<file path="config.mk">
export PLATFORM = sky130hd
export DESIGN_NAME = regfile_wb_arb
export DESIGN_NICKNAME = d
export VERILOG_FILES = /design/src/rtl/regfile_wb_arb_pkg.sv /design/src/rtl/regfile_wb_arb_rr_arb2.sv /design/src/rtl/regfile_wb_arb.sv
export SDC_FILE = /design/constraint.sdc
export NUM_CORES = 1
export LEC_CHECK = 0
export BUFFER_PORTS_ARGS = -buffer_cell sky130_fd_sc_hd__buf_4
export CAP_MARGIN = 10
export CORE_MARGIN = 2
export CORE_UTILIZATION = 41
export DETAILED_ROUTE_END_ITERATION = 7
export PLACE_DENSITY_LB_ADDON = 0.1
export SYNTH_ARGS = -nofsm -noshare
export SYNTH_HDL_FRONTEND = slang
export SYNTH_SLANG_ARGS = --single-unit
export TNS_END_PERCENT = 1
</file>
<file path="constraint.sdc">
create_clock -name clk -period 1.9 [get_ports clk]
set_clock_uncertainty 0.2 [all_clocks]
set_input_delay 0.38 -clock clk [delete_from_list [all_inputs] [get_ports clk]]
set_output_delay 0.38 -clock clk [all_outputs]
set_load 0.01 [all_outputs]
</file>
<file path="src/rtl/regfile_wb_arb_pkg.sv">
// Shared types for the write-back arbiter: requester identity and the rd/data bundle
// carried from the winning port to the register-file write stage.
package regfile_wb_arb_pkg;

   localparam int XLEN_DEF = 32;
   localparam int RD_W     = 5;

   typedef enum logic {
      REQ_ALU = 1'b0,
      REQ_MEM = 1'b1
   } req_e;

   typedef struct packed {
      logic [RD_W-1:0]     rd;
      logic [XLEN_DEF-1:0] data;
   } wb_t;

endpackage

</file>
<file path="src/rtl/regfile_wb_arb_rr_arb2.sv">
// Two-way round-robin grant, combinational from the requests and pointer; no grant in reset.
// Pointer moves to the loser after every grant, so a held request is served next cycle.
module rr_arb2
   import regfile_wb_arb_pkg::*;
(
   input  logic clk,
   input  logic reset,
   input  logic req_alu,
   input  logic req_mem,
   output logic gnt_alu,
   output logic gnt_mem
);

   req_e ptr_q;
   req_e ptr_d;

   always_comb begin
      gnt_alu = 1'b0;
      gnt_mem = 1'b0;
      ptr_d   = ptr_q;
      if (!reset) begin
         if (req_alu && req_mem) begin
            gnt_alu = (ptr_q == REQ_ALU);
            gnt_mem = (ptr_q == REQ_MEM);
         end else begin
            gnt_alu = req_alu;
            gnt_mem = req_mem;
         end
      end
      if (gnt_alu) begin
         ptr_d = REQ_MEM;
      end else if (gnt_mem) begin
         ptr_d = REQ_ALU;
      end
   end

   always_ff @(posedge clk) begin
      if (reset) begin
         ptr_q <= REQ_MEM;
      end else begin
         ptr_q <= ptr_d;
      end
   end

endmodule

</file>
<file path="src/rtl/regfile_wb_arb.sv">
// ALU/load write-back arbiter: one accept per cycle, register-file write one cycle later.
// The losing requester sees ready low and holds; busy scoreboard tracks issued-but-unwritten rd.
module regfile_wb_arb
   import regfile_wb_arb_pkg::*;
#(
   parameter int XLEN  = XLEN_DEF,
   parameter int NREGS = 32
) (
   input  logic             clk,
   input  logic             reset,
   input  logic             alu_valid,
   input  logic [4:0]       alu_rd,
   input  logic [XLEN-1:0]  alu_data,
   output logic             alu_ready,
   input  logic             mem_valid,
   input  logic [4:0]       mem_rd,
   input  logic [XLEN-1:0]  mem_data,
   output logic             mem_ready,
   input  logic             issue_en,
   input  logic [4:0]       issue_rd,
   output logic [NREGS-1:0] busy,
   output logic             rf_we,
   output logic [4:0]       rf_waddr,
   output logic [XLEN-1:0]  rf_wdata
);

   logic gnt_alu;
   logic gnt_mem;

   rr_arb2 u_arb (
      .clk     (clk),
      .reset   (reset),
      .req_alu (alu_valid),
      .req_mem (mem_valid),
      .gnt_alu (gnt_alu),
      .gnt_mem (gnt_mem)
   );

   assign alu_ready = gnt_alu;
   assign mem_ready = gnt_mem;

   wb_t              wb_sel;
   wb_t              wb_q;
   wb_t              wb_d;
   logic             rf_we_q;
   logic             rf_we_d;
   logic [NREGS-1:0] busy_q;
   logic [NREGS-1:0] busy_d;

   always_comb begin
      wb_sel = '0;
      if (gnt_alu) begin
         wb_sel.rd   = alu_rd;
         wb_sel.data = XLEN_DEF'(alu_data);
      end else if (gnt_mem) begin
         wb_sel.rd   = mem_rd;
         wb_sel.data = XLEN_DEF'(mem_data);
      end
   end

   // Writes to x0 are accepted but dropped; address/data only move on a real write.
   always_comb begin
      rf_we_d = (gnt_alu || gnt_mem) && (wb_sel.rd != '0);
      wb_d    = rf_we_d ? wb_sel : wb_q;
   end

   // Clear is applied before set so an issue in the retiring cycle keeps the bit.
   always_comb begin
      busy_d = busy_q;
      for (int k = 1; k < NREGS; k++) begin
         if (rf_we_q && (wb_q.rd == RD_W'(k))) begin
            busy_d[k] = 1'b0;
         end
         if (issue_en && (issue_rd == RD_W'(k))) begin
            busy_d[k] = 1'b1;
         end
      end
      busy_d[0] = 1'b0;
   end

   always_ff @(posedge clk) begin
      if (reset) begin
         rf_we_q <= 1'b0;
         wb_q    <= '0;
         busy_q  <= '0;
      end else begin
         rf_we_q <= rf_we_d;
         wb_q    <= wb_d;
         busy_q  <= busy_d;
      end
   end

   assign rf_we    = rf_we_q;
   assign rf_waddr = wb_q.rd;
   assign rf_wdata = XLEN'(wb_q.data);
   assign busy     = busy_q;

endmodule

</file>
# Word level (Yosys, flattened, before mapping)
# Cells that the tools add are included.
# word_totals
register_bits	71
inputBits	84
out_inout_bits	72
wordCells	265
# op_classes
eq_ne	62
n_mux	68
bitwise_logic	1
n_reduce_logical	98
# op_table
op	n
5-bit equality test, second input constant	32
5-bit by 4-bit equality test with 1-bit output, second input constant	16
37-bit 2-to-1 mux	2
1-bit 2-to-1 mux	66
1-bit logical AND	64
2-bit nonzero test	31
5-bit by 3-bit equality test with 1-bit output, second input constant	8
5-bit by 2-bit equality test with 1-bit output, second input constant	4
5-bit by 1-bit equality test with 1-bit output, second input constant	2
5-bit nonzero test	1
2-bit OR reduction	1
1-bit logical OR	1
1-bit inverter	1

# Depth between registers and ports, before layout
# depth
word_depth	7
depth_mapped	8

# Hierarchy
# A second synthesis with hierarchy kept.
# hier_totals
hier_cells	358
hier_area_um2	3271.9
# modules_own_cells
module	instances	cells_per_inst	area_each_um2	seq_area_each_um2
regfile_wb_arb	1	351	3211.8	1381.3
rr_arb2	1	7	60.1	20.0

# Worst setup path after synthesis
# No wires, ideal clock.
# synth_path
path_type	input to register
from	in mem_valid
to	reg wb_q (netlist bit rf_wdata[2])
t_arrival_ns	1.691
path_slack_ns	-0.124
cell_stages	8
path_cell_list	clkbuf_2 -> a21boi_2 -> a32oi_1 -> or2_1 -> buf_6 -> buf_2 -> a222oi_1 -> a311oi_1
# synth_between
elab_chain_len	7
word_cells_on_any_way	10
# synth_rtl
element	line_no	source
from (decl)	regfile_wb_arb.sv:15	input logic mem_valid,
1-bit logical AND	regfile_wb_arb_rr_arb2.sv:22	if (req_alu && req_mem) begin
1-bit 2-to-1 mux	regfile_wb_arb_rr_arb2.sv:22	
1-bit 2-to-1 mux	regfile_wb_arb_rr_arb2.sv:21	if (!reset) begin
37-bit 2-to-1 mux	regfile_wb_arb.sv:55	end else if (gnt_mem) begin
37-bit 2-to-1 mux	regfile_wb_arb.sv:52	if (gnt_alu) begin
5-bit nonzero test	regfile_wb_arb.sv:63	rf_we_d = (gnt_alu || gnt_mem) && (wb_sel.rd != '0);
1-bit logical AND	regfile_wb_arb.sv:63	
to (signal assigned)	regfile_wb_arb.sv:88	wb_q <= wb_d;
to (decl)	regfile_wb_arb.sv:43	wb_t wb_q;
# Parallel ways exist; a longest one is shown, timed or not.
# A chain may end at the register's enable or synchronous reset.

# Worst setup path after layout
# layout_path
from	reg u_arb.ptr_q
to	reg wb_q (netlist bit rf_wdata[21])
# layout_between
elab_chain_len	6
word_cells_on_any_way	10
# layout_rtl
element	line_no	source
from (decl)	regfile_wb_arb_rr_arb2.sv:14	req_e ptr_q;
from (signal assigned)	regfile_wb_arb_rr_arb2.sv:41	ptr_q <= ptr_d;
1-bit 2-to-1 mux or 1-bit inverter (tied branches)	regfile_wb_arb_rr_arb2.sv:22, regfile_wb_arb_rr_arb2.sv:23	
1-bit 2-to-1 mux, on equally long branches	regfile_wb_arb_rr_arb2.sv:21, regfile_wb_arb_rr_arb2.sv:22	
37-bit 2-to-1 mux or 1-bit 2-to-1 mux (tied branches)	regfile_wb_arb.sv:55, regfile_wb_arb_rr_arb2.sv:21	
37-bit 2-to-1 mux	regfile_wb_arb.sv:52	
5-bit nonzero test	regfile_wb_arb.sv:63	
1-bit logical AND	regfile_wb_arb.sv:63	
# Parallel ways exist; a longest one is shown, timed or not.

==> out/metrics.cfg <==
[setup_path]
max_stage_delay_ps = 390
r2r_start = u_arb.ptr_q$_SDFFE_PP1N_
cp-endpoint = rf_wdata[21]$_SDFFE_PP0P_
r2r-end = rf_wdata[21]$_SDFFE_PP0P_
r2r_slack_ps = -50
cp_max_fo = 37
worstPathCellList = nand2b_4 -> a32oi_1 -> or2_4 -> buf_12 -> a222oi_1 -> a311oi_1
cp_slowest_cell = a222oi_1
required_ps = 1920
startpoint = u_arb.ptr_q$_SDFFE_PP1N_
cp.arrival_ps = 1970
cp-start-kind = register
endpoint_kind = register
worstSetupPathType = reg2reg
ff2ff_path_depth = 6

[detailed_routing]
drcViolationCount = 0
drtIter0Drc = 276
wl_per_cell_microns = 16.2
final_antenna_net_count = 0
vias = 3436
drtPass1Iterations = 6
routed_wl_microns = 10100
via_per_inst = 5.52

[finish]
num-nets-final = 602
num_antenna_cells = 0
drive_gt1_share_pct = 39.6
syn2layout_area_growth_pct = 53.9
final_area_sq_mm = 0.00486

[timing]
timing.fmax_mhz = 514
fin_crit_ps = 1950
whs_ps = 108
slew_viol_final = 0
rsz0062_at_grt = yes
hold_violations = 0
worst_slack_ps = -46.6
setup_viol = 2
min_period_over_period_pct = 102

[floorplan]
dieArea_sq_mm = 0.00841
design.core.area_sq_mm = 0.00737
die_x_microns = 91.7
die-height_microns = 91.7
rows = 31
num_io_pins = 156
start_util_pct = 42.8

[clocking]
htree_levels = 3
root_buffer = clkbuf_8
clkTransAtPathRegs_ps = 80
ctsHoldBuffers = 0
cts_tree = yes
numCtsBuffers = 9
cts_max_path_buffers = 2
clock_latency_ps = 340
cts_sinks = 70

[global_route]
antenna_found_initial = 0
grt_start_max_net_pins = 38
grt_overflow = 0
grt_most_used_layer = met2
use_met1_pct = 30.9
grt_util_met2_pct = 37.5
grt_pass1_vias = 3165
grtUsageMet3_pct = 5.42
grt_util_all_layers_pct = 23.3
grt_pass1_wl_microns = 15800

[logic_synthesis]
netlist_top_cells_count = dfxtp_1, o21ai_0, nand2_1
syn_inst = 363
synth.top_cells.by_area = dfxtp_1, a222oi_1, a311oi_1
ys.flop_type = dfxtp_1
synth-edff-count = 0
synthMuxAreaShare_pct = 0
yosys_warnings = 0
synth_fa_ha_area_share_pct = 0
synth.top_cell.area_share_pct = 44.4
yosysTopAreaCell = dfxtp_1
synthXorXnorAreaFrac_pct = 0
synth_fp_nets = 447
synth.distinct_cells = 30
ys_async_sr_fraction_pct = 0
synth_compound_area_share_pct = 31.8
synth.most_common_cell = dfxtp_1
syn_avg_cell_area_sq_um = 8.69
yosysSeqAreaShare_pct = 44.4
synth_top_family_by_area = compound AO/OA/AOI/OAI gates
synth_area_sq_mm = 0.00315
synth-simple-area-share_pct = 13.9
synth-seq-cells = 70

[placed_design]
routabilityCongestion = 0.826
portBuffers = 154
dp_hpwl_microns = 7010
place_area_sq_mm = 0.00449

[power]
leakagePower_nw = 2.03
p_int_mw = 2.91
seq_power_share_pct = 41.2
comb_power_share_pct = 23.5
p_sw_share_pct = 27.0
pwr-share-clk_pct = 35.3
max-vdd-ir-drop_mv = 0.360
p_switching_mw = 1.07
power_density_mw_per_mm2 = 820

[run]
cap_violations = 0

[outcome]
violations = negative setup slack
status = complete, but fails checks

[hold_path]
worst_hold_path_type = in2reg

## worst min path at each step
stage                                         start                         to  slack, ps  depth (start not counted)
after floorplan            rf_wdata[0]$_SDFFE_PP0P_   rf_wdata[0]$_SDFFE_PP0P_        300                          2
after global placement     rf_wdata[3]$_SDFFE_PP0P_   rf_wdata[3]$_SDFFE_PP0P_        260                          2
after detailed placement  rf_wdata[22]$_SDFFE_PP0P_  rf_wdata[22]$_SDFFE_PP0P_        270                          2
after CTS                                     reset   u_arb.ptr_q$_SDFFE_PP1N_         90                          3
after global routing                          reset   u_arb.ptr_q$_SDFFE_PP1N_        140                          3
final                                         reset   u_arb.ptr_q$_SDFFE_PP1N_        110                          3
## power groups by stage
| stage | logic (mW) | clock network (mW) | registers [mW] |
|---|---|---|---|
| floorplan | 0.414 | 0 | 1.71 |
| finish | 0.936 | 1.40 | 1.64 |
| global placement | 0.881 | 0 | 1.67 |
| global route | 1.01 | 1.50 | 1.66 |
| CTS | 0.926 | 1.43 | 1.64 |
| detailed placement | 0.898 | 0 | 1.67 |
## cell usage in the layout, fill, tap and decap left out, types with 2 or more instances in the layout
cell and instances:
a311oi_1 32, inv_1 33, nor2_1 5, clkbuf_8 12, and2b_1 7, o21ai_0 35, a222oi_1 32, nor3_1 2
buf_6 4, buf_4 167, dfxtp_1 69, nand2_1 33, nand3_1 12, nor3b_1 2, nor2b_1 9, nand2b_1 7
a21oi_1 32, buf_12 8, a32oi_2 4, bufinv_16 2
## cell type report
| cell class | instances | area [sq um] |
|---|---|---|
| fillers | 652 | 2510 |
| multi-input cells | 225 | 1510 |
| repair buffers | 179 | 1460 |
| flip-flops and latches | 70 | 1410 |
| clock buffers | 13 | 169 |
| inverters | 33 | 124 |
| well taps | 99 | 124 |
| clock inverters | 3 | 65.1 |
## through the flow
stage / setup slack, ps / total power [mW] / utilization [%] / TNS, ps / cells
floorplan: -42.4 / 2.13 / - / -325 / 363
global placement: -170 / 2.56 / 60.9 / -4350 / 599
detailed placement: -213 / 2.57 / 60.9 / -6100 / 599
CTS: -49.6 / 4.00 / 65.3 / -292 / 619
global route: -106 / 4.17 / 65.9 / -1170 / 622
finish: -46.6 / 3.98 / 65.9 / -79.4 / 622
## sequential cells by signal (all words and copies together) (netlist names)
register     cells
rf_wdata        32
rf_we            1
busy            31
rf_waddr         5
u_arb.ptr_q      1
## critical path: cells and delay by family, from the launching register on
family          cells  cell delay, ps
compound gates      3             590
buf+inv             1             180
flops               1             370
simple gates        2             480
## timing repair
item,CTS,global route
buffers inserted,3,4
pin swaps,8,53
setup endpoints to repair,35,35
cloned,1,0
gates resized for setup,9,7
## layer usage
metal  vias up  part of all wire (%)
met3         9                   7.3
met5         -                     0
li1       1677                     -
met2       139                    48
met1      1611                    43
met4         0                   1.0
## cell families after synthesis
kind of cell	Yosys count
AO/OA/AOI/OAI	138
buffers and inverters	68
flip-flops	70
other	1
AND/OR/NAND/NOR	86
Power figures use the tool's default switching activity.
